## config.mk

```make
export PLATFORM = sky130hd
export DESIGN_NAME = bus_seq_ctrl
export DESIGN_NICKNAME = d
export VERILOG_FILES = /design/src/rtl/bus_seq_pkg.sv /design/src/rtl/bus_seq_decode.sv /design/src/rtl/bus_seq_ctrl.sv
export SDC_FILE = /design/constraint.sdc
export NUM_CORES = 1
export LEC_CHECK = 0
export CORE_MARGIN = 2
export CORE_UTILIZATION = 45
export DETAILED_ROUTE_END_ITERATION = 10
export PLACE_DENSITY_LB_ADDON = 0.12
export SLEW_MARGIN = 40
export SYNTH_ARGS = -nofsm -noshare
export SYNTH_HDL_FRONTEND = slang
export SYNTH_SLANG_ARGS = --single-unit
```

## constraint.sdc

```tcl
create_clock -name clk -period 3.4 [get_ports clk]
set_input_delay 0.51 -clock clk [delete_from_list [all_inputs] [get_ports clk]]
set_output_delay 0.51 -clock clk [all_outputs]
set_load 0.005 [all_outputs]
```

## src/rtl/bus_seq_pkg.sv

```systemverilog
// Shared types for the bus sequencer: FSM states, opcodes and the control-word layout
// produced by the decoder and consumed by the controller.
package bus_seq_pkg;

  typedef enum logic [2:0] {
    ST_IDLE = 3'd0,
    ST_T1   = 3'd1,
    ST_T2   = 3'd2,
    ST_T3   = 3'd3,
    ST_T4   = 3'd4,
    ST_T5   = 3'd5,
    ST_HALT = 3'd6
  } state_t;

  typedef logic [3:0] opcode_t;

  localparam opcode_t OP_NOP = 4'h0;
  localparam opcode_t OP_LDA = 4'h1;
  localparam opcode_t OP_ADD = 4'h2;
  localparam opcode_t OP_SUB = 4'h3;
  localparam opcode_t OP_OUT = 4'h4;
  localparam opcode_t OP_JMP = 4'h5;
  localparam opcode_t OP_JZ  = 4'h6;
  localparam opcode_t OP_LDI = 4'h7;
  localparam opcode_t OP_R8  = 4'h8;
  localparam opcode_t OP_R9  = 4'h9;
  localparam opcode_t OP_RA  = 4'hA;
  localparam opcode_t OP_RB  = 4'hB;
  localparam opcode_t OP_RC  = 4'hC;
  localparam opcode_t OP_RD  = 4'hD;
  localparam opcode_t OP_RE  = 4'hE;
  localparam opcode_t OP_HLT = 4'hF;

  // Control-word bit positions; bits 0..4 are the mutually exclusive bus drivers.
  localparam int CW_PC_OUT     = 0;
  localparam int CW_MEM_OUT    = 1;
  localparam int CW_IR_OUT     = 2;
  localparam int CW_A_OUT      = 3;
  localparam int CW_ALU_OUT    = 4;
  localparam int CW_PC_EN      = 5;
  localparam int CW_PC_LOAD    = 6;
  localparam int CW_MAR_LOAD   = 7;
  localparam int CW_A_LOAD     = 8;
  localparam int CW_B_LOAD     = 9;
  localparam int CW_OUT_LOAD   = 10;
  localparam int CW_ALU_SUB    = 11;
  localparam int CW_BUSY       = 12;
  localparam int CW_HALTED     = 13;
  localparam int CW_INSTR_DONE = 14;
  localparam int CW_W          = 15;

  typedef logic [CW_W-1:0] cw_t;

endpackage

```

## src/rtl/bus_seq_decode.sv

```systemverilog
// Purely combinational map from (state, opcode, latched zero flag) to the control word.
module bus_seq_decode
  import bus_seq_pkg::*;
(
  input  state_t  state,
  input  opcode_t opcode,
  input  logic    z_q,
  output cw_t     cw
);

  always_comb begin
    // NOTE: default every bit first so no path through the case leaves cw unassigned (no latch).
    cw = '0;
    case (state)
      ST_T1: begin
        cw[CW_BUSY]     = 1'b1;
        cw[CW_PC_OUT]   = 1'b1;
        cw[CW_MAR_LOAD] = 1'b1;
      end
      ST_T2: begin
        cw[CW_BUSY]    = 1'b1;
        cw[CW_MEM_OUT] = 1'b1;
        cw[CW_PC_EN]   = 1'b1;
      end
      ST_T3: begin
        cw[CW_BUSY]       = 1'b1;
        cw[CW_INSTR_DONE] = 1'b1;
        case (opcode)
          OP_LDA, OP_ADD, OP_SUB: begin
            cw[CW_INSTR_DONE] = 1'b0;
            cw[CW_IR_OUT]     = 1'b1;
            cw[CW_MAR_LOAD]   = 1'b1;
          end
          OP_OUT: begin
            cw[CW_A_OUT]    = 1'b1;
            cw[CW_OUT_LOAD] = 1'b1;
          end
          OP_JMP: begin
            cw[CW_IR_OUT]  = 1'b1;
            cw[CW_PC_LOAD] = 1'b1;
          end
          OP_JZ: begin
            cw[CW_IR_OUT]  = z_q;
            cw[CW_PC_LOAD] = z_q;
          end
          OP_LDI: begin
            cw[CW_IR_OUT] = 1'b1;
            cw[CW_A_LOAD] = 1'b1;
          end
          // HLT is not a completed instruction: it leaves for HALT instead of fetching.
          OP_HLT: cw[CW_INSTR_DONE] = 1'b0;
          default: ;
        endcase
      end
      ST_T4: begin
        cw[CW_BUSY]    = 1'b1;
        cw[CW_MEM_OUT] = 1'b1;
        if (opcode == OP_LDA) begin
          cw[CW_A_LOAD]     = 1'b1;
          cw[CW_INSTR_DONE] = 1'b1;
        end else begin
          cw[CW_B_LOAD] = 1'b1;
        end
      end
      ST_T5: begin
        cw[CW_BUSY]       = 1'b1;
        cw[CW_ALU_OUT]    = 1'b1;
        cw[CW_A_LOAD]     = 1'b1;
        cw[CW_ALU_SUB]    = (opcode == OP_SUB);
        cw[CW_INSTR_DONE] = 1'b1;
      end
      ST_HALT: cw[CW_HALTED] = 1'b1;
      default: ;
    endcase
  end

endmodule

```

## src/rtl/bus_seq_ctrl.sv

```systemverilog
// Instruction sequencer for a shared-bus accumulator machine: owns state, IR and the
// zero-flag snapshot; every output is decoded from those registers only.
module bus_seq_ctrl
  import bus_seq_pkg::*;
#(
  parameter int DW = 8,
  parameter int AW = 4
) (
  input  logic          clk,
  input  logic          rst_n,
  input  logic          run,
  input  logic [DW-1:0] bus_in,
  input  logic          zero_flag,
  output logic          pc_out_en,
  output logic          mem_out_en,
  output logic          ir_out_en,
  output logic          a_out_en,
  output logic          alu_out_en,
  output logic          pc_en,
  output logic          pc_load,
  output logic          mar_load,
  output logic          a_load,
  output logic          b_load,
  output logic          out_load,
  output logic          alu_sub,
  output logic [AW-1:0] opr,
  output logic          busy,
  output logic          halted,
  output logic          instr_done
);

  state_t        state_q;
  state_t        state_d;
  logic [DW-1:0] ir_q;
  logic          z_q;
  opcode_t       opcode;
  cw_t           cw;

  assign opcode = ir_q[DW-1:AW];

  bus_seq_decode u_decode (
    .state  (state_q),
    .opcode (opcode),
    .z_q    (z_q),
    .cw     (cw)
  );

  always_comb begin
    state_d = state_q;
    case (state_q)
      ST_IDLE: if (run) state_d = ST_T1;
      ST_T1:   state_d = ST_T2;
      ST_T2:   state_d = ST_T3;
      ST_T3: begin
        if (opcode == OP_HLT) state_d = ST_HALT;
        else if (opcode == OP_LDA || opcode == OP_ADD || opcode == OP_SUB) state_d = ST_T4;
      end
      ST_T4:   state_d = ST_T5;
      ST_HALT: state_d = ST_HALT;
      default: state_d = ST_IDLE;
    endcase
    // The decoder's done flag marks the instruction boundary, the only point run is obeyed.
    if (cw[CW_INSTR_DONE]) state_d = run ? ST_T1 : ST_IDLE;
  end

  always_ff @(posedge clk or negedge rst_n) begin
    if (!rst_n) begin
      state_q <= ST_IDLE;
      ir_q    <= '0;
      z_q     <= 1'b0;
    end else begin
      // NOTE: non-blocking so every register samples pre-edge values regardless of statement order.
      state_q <= state_d;
      if (state_q == ST_T2) begin
        ir_q <= bus_in;
        z_q  <= zero_flag;
      end
    end
  end

  assign pc_out_en  = cw[CW_PC_OUT];
  assign mem_out_en = cw[CW_MEM_OUT];
  assign ir_out_en  = cw[CW_IR_OUT];
  assign a_out_en   = cw[CW_A_OUT];
  assign alu_out_en = cw[CW_ALU_OUT];
  assign pc_en      = cw[CW_PC_EN];
  assign pc_load    = cw[CW_PC_LOAD];
  assign mar_load   = cw[CW_MAR_LOAD];
  assign a_load     = cw[CW_A_LOAD];
  assign b_load     = cw[CW_B_LOAD];
  assign out_load   = cw[CW_OUT_LOAD];
  assign alu_sub    = cw[CW_ALU_SUB];
  assign busy       = cw[CW_BUSY];
  assign halted     = cw[CW_HALTED];
  assign instr_done = cw[CW_INSTR_DONE];
  assign opr        = ir_q[AW-1:0];

endmodule

```

==> results by group <==
Run status
  • Status: complete, no violations

Run
  • Max cap viols: 0

Placed design
  • GP Congestion: 0.752
  • DP Wirelength: 1150 um
  • PortBufs: 30

Detailed routing
  • DRT Wirelength: 1490 um
  • Vias post-DR: 612
  • Per-cell routed wire length: 13.2 um
  • Initial DRC count: 4
  • Vias/cell: 5.42
  • DR pass1 iterations: 4
  • DRC violations left: 0
  • Antenna Violating Nets Remaining: 0

Worst setup path
  • Critical path peak fanout: 12
  • Worst path max stage delay: 550 ps
  • Startpoint types: flop
  • Setup CP Type: reg2out
  • Crit-path slowest cell: clkdlybuf4s50_1
  • Worst Path Arrival: 2320 ps
  • Worst path cell trace: nand3b_1 -> or3b_2 -> nor3_1 -> clkdlybuf4s50_1
  • Critical Path RT: 2890 ps
  • FF-to-FF setup slack: 1830 ps
  • CP endpoint kind: primary output

Logic synthesis
  • XOR/XNOR Fraction of Synth Area: 0%
  • Yosys reg bits: 12
  • Syn avg cell area: 10.5 sq um
  • Post-synth EDFFs: 0
  • Post-synthesis simple-gate area fraction: 24.6%
  • Post-Syn Area: 757 sq um
  • Async S/R FF share, synth: 100%
  • Synth Instances: 72
  • Yosys warnings: 0
  • Combinational family with the most area after synthesis: simple AND/OR/NAND/NOR gates
  • Seq/Total Area, Yosys: 39.7%
  • Mux share of post-synthesis cell area: 14.9%
  • Synth Area in Adders: 0%
  • Mapped Nets: 84
  • Synth Area in Compound Gates: 10.9%
  • Synth Flop Type: dfrtp_1
  • Cell variety after synth: 30

Die
  • Top-level I/O count: 31
  • Starting Density: 49.1%
  • Die ar.: 2030 sq um
  • Core ar.: 1540 sq um
  • Die X: 45.0 um
  • Die Y: 45.0 um
  • Placement row count: 14

Cells and area
  • # fillers: 136
  • Area growth from synthesis to layout: 38.7%
  • N_diodes: 0
  • Layout cells sized above 1: 21.6%
  • Final net count: 110

CTS
  • CTS tree: yes
  • Skew-Pair Late Insertion Delay: 270 ps
  • # hold bufs at CTS: 0
  • Clock Tree Buf Depth: 2
  • Setup Fix Bufs, Post-CTS: 0
  • CTS buffer count: 3
  • CTS clk-pin slew, worst paths: 70 ps
  • Sink Count: 12
  • Post-cts repair resize count: 0
  • CTS Root Cell: clkbuf_4
  • Htree depth: 1

Pwr
  • Peak VDD IR: 0.436 mV
  • Power, Total: 0.963 mW
  • Pwr Density: 917 nW/um^2
  • P_leak: 0.407 nW

Global route
  • First-pass GRT wire length: 2460 um
  • Total grt overflow: 0
  • Vias in the first global route: 588
  • Aggregate global-route resource usage: 16.4%
  • Largest net degree at the start of global routing: 13
  • Initial antenna violation count: 0

Hold path
  • Hold Crit Class: reg2reg

STA
  • Setup TNS: 0 ps
  • Fmax: 0.353 GHz
  • Post-route clock skew: 1.09 ps
  • Hold Vio Cnt, Final: 0
  • Final Max Tran Viols: 0
  • Slew @ Worst Pin: 517 ps
  • RSZ-0062 raised after global routing: false
  • Max-Slew Margin vs Limit: 65.4%
  • Finish-stage setup viols: 0
  • Final period util: 83.2%
  • Tmin final: 2830 ps
==> cell type report <==
cell class / instances / area [sq um] / area share (%)
Tap cell: 16 / 20.0 / 1.91
Timing Repair Buffer: 31 / 308 / 29.3
Sequential cell: 12 / 300 / 28.6
Clock buffer: 4 / 36.3 / 3.46
Inverter: 1 / 3.75 / 0.358
Multi-Input combinational cell: 49 / 382 / 36.4
==> sequential cells by signal, indices dropped and copies added, names as in the netlist <==
signal   count
state_q      3
ir_q         8
z_q          1
==> placed cells by master, fill, tap and decap left out, types with 2 or more instances in the layout <==
master,synthesis,final
nor2b_1,2,2
or2_2,2,2
nand2b_1,3,3
o21a_1,2,2
mux2_2,10,10
nor2_1,2,2
nor3b_1,2,2
clkdlybuf4s50_1,0,30
clkbuf_4,0,3
nand2_1,2,2
nor3_1,5,5
a21oi_1,4,4
nand3b_1,2,2
dfrtp_1,12,12
==> Yosys cell counts, types with 2 or more instances <==
| library cell | count | area, sq um |
|---|---|---|
| nand2_1 | 2 | 7.51 |
| dfrtp_1 | 12 | 300 |
| buf_4 | 6 | 45.0 |
| nor2b_1 | 2 | 12.5 |
| nor3_1 | 5 | 25.0 |
| or2_2 | 2 | 12.5 |
| nand2b_1 | 3 | 18.8 |
| mux2_2 | 10 | 113 |
| nor2_1 | 2 | 7.51 |
| nor3b_1 | 2 | 15.0 |
| buf_2 | 2 | 10.0 |
| o21a_1 | 2 | 15.0 |
| nand3b_1 | 2 | 15.0 |
| a21oi_1 | 4 | 20.0 |
==> cell families after synthesis <==
| family | Yosys count |
|---|---|
| simple gates | 27 |
| compound gates | 12 |
| flops | 12 |
| buf+inv | 11 |
| mux | 10 |
==> through the flow <==
step / hold slack (ps) / instances / util (%) / setup slack [ps] / cell area [sq um]
after floorplan: 214 / 72 / - / 1440 / 757
after global placement: 490 / 109 / 65.7 / 954 / 1010
after detailed placement: 496 / 109 / 65.7 / 879 / 1010
after CTS: 513 / 113 / 68.1 / 571 / 1050
after global routing: 530 / 113 / 68.1 / 443 / 1050
final: 506 / 113 / 68.1 / 570 / 1050
==> metal layers <==
| layer | routed length (um) | GRT usage (%) | share of wire [%] |
|---|---|---|---|
| met3 | 86 | 6.80 | 5.8 |
| met1 | 666 | 21.1 | 45 |
| met4 | 0 | 0 | 0 |
| met2 | 741 | 27.7 | 50 |
| met5 | 0 | 0 | 0 |
==> final timing paths <==
path | end | startpoint | cells past startpoint
min | ir_q[0]$_DFFE_PN0P_ | ir_q[0]$_DFFE_PN0P_ | 1
max reg2reg | ir_q[7]$_DFFE_PN0P_ | state_q[1]$_DFFE_PN0P_ | 3
min reg2reg | ir_q[0]$_DFFE_PN0P_ | ir_q[0]$_DFFE_PN0P_ | 1
min in group asynchronous | z_q$_DFFE_PN0P_ | rst_n | 1
max | out_load | state_q[2]$_DFFE_PN0P_ | 4
max in group asynchronous | ir_q[0]$_DFFE_PN0P_ | rst_n | 1
==> worst max-delay path: cells and delay by family, from the launching register on <==
kind	cells	cell delay, ps
buf+inv	1	550
flops	1	490
simple gates	3	1000
==> report_power, final <==
group	switching, mW	leakage (nW)	internal (mW)	total (mW)
logic	0.190	0.243	0.344	0.534
clock network	0.0463	0.0210	0.0650	0.111
registers	0.100	0.142	0.217	0.318
Note: power is estimated with default switching activity, not from simulation.
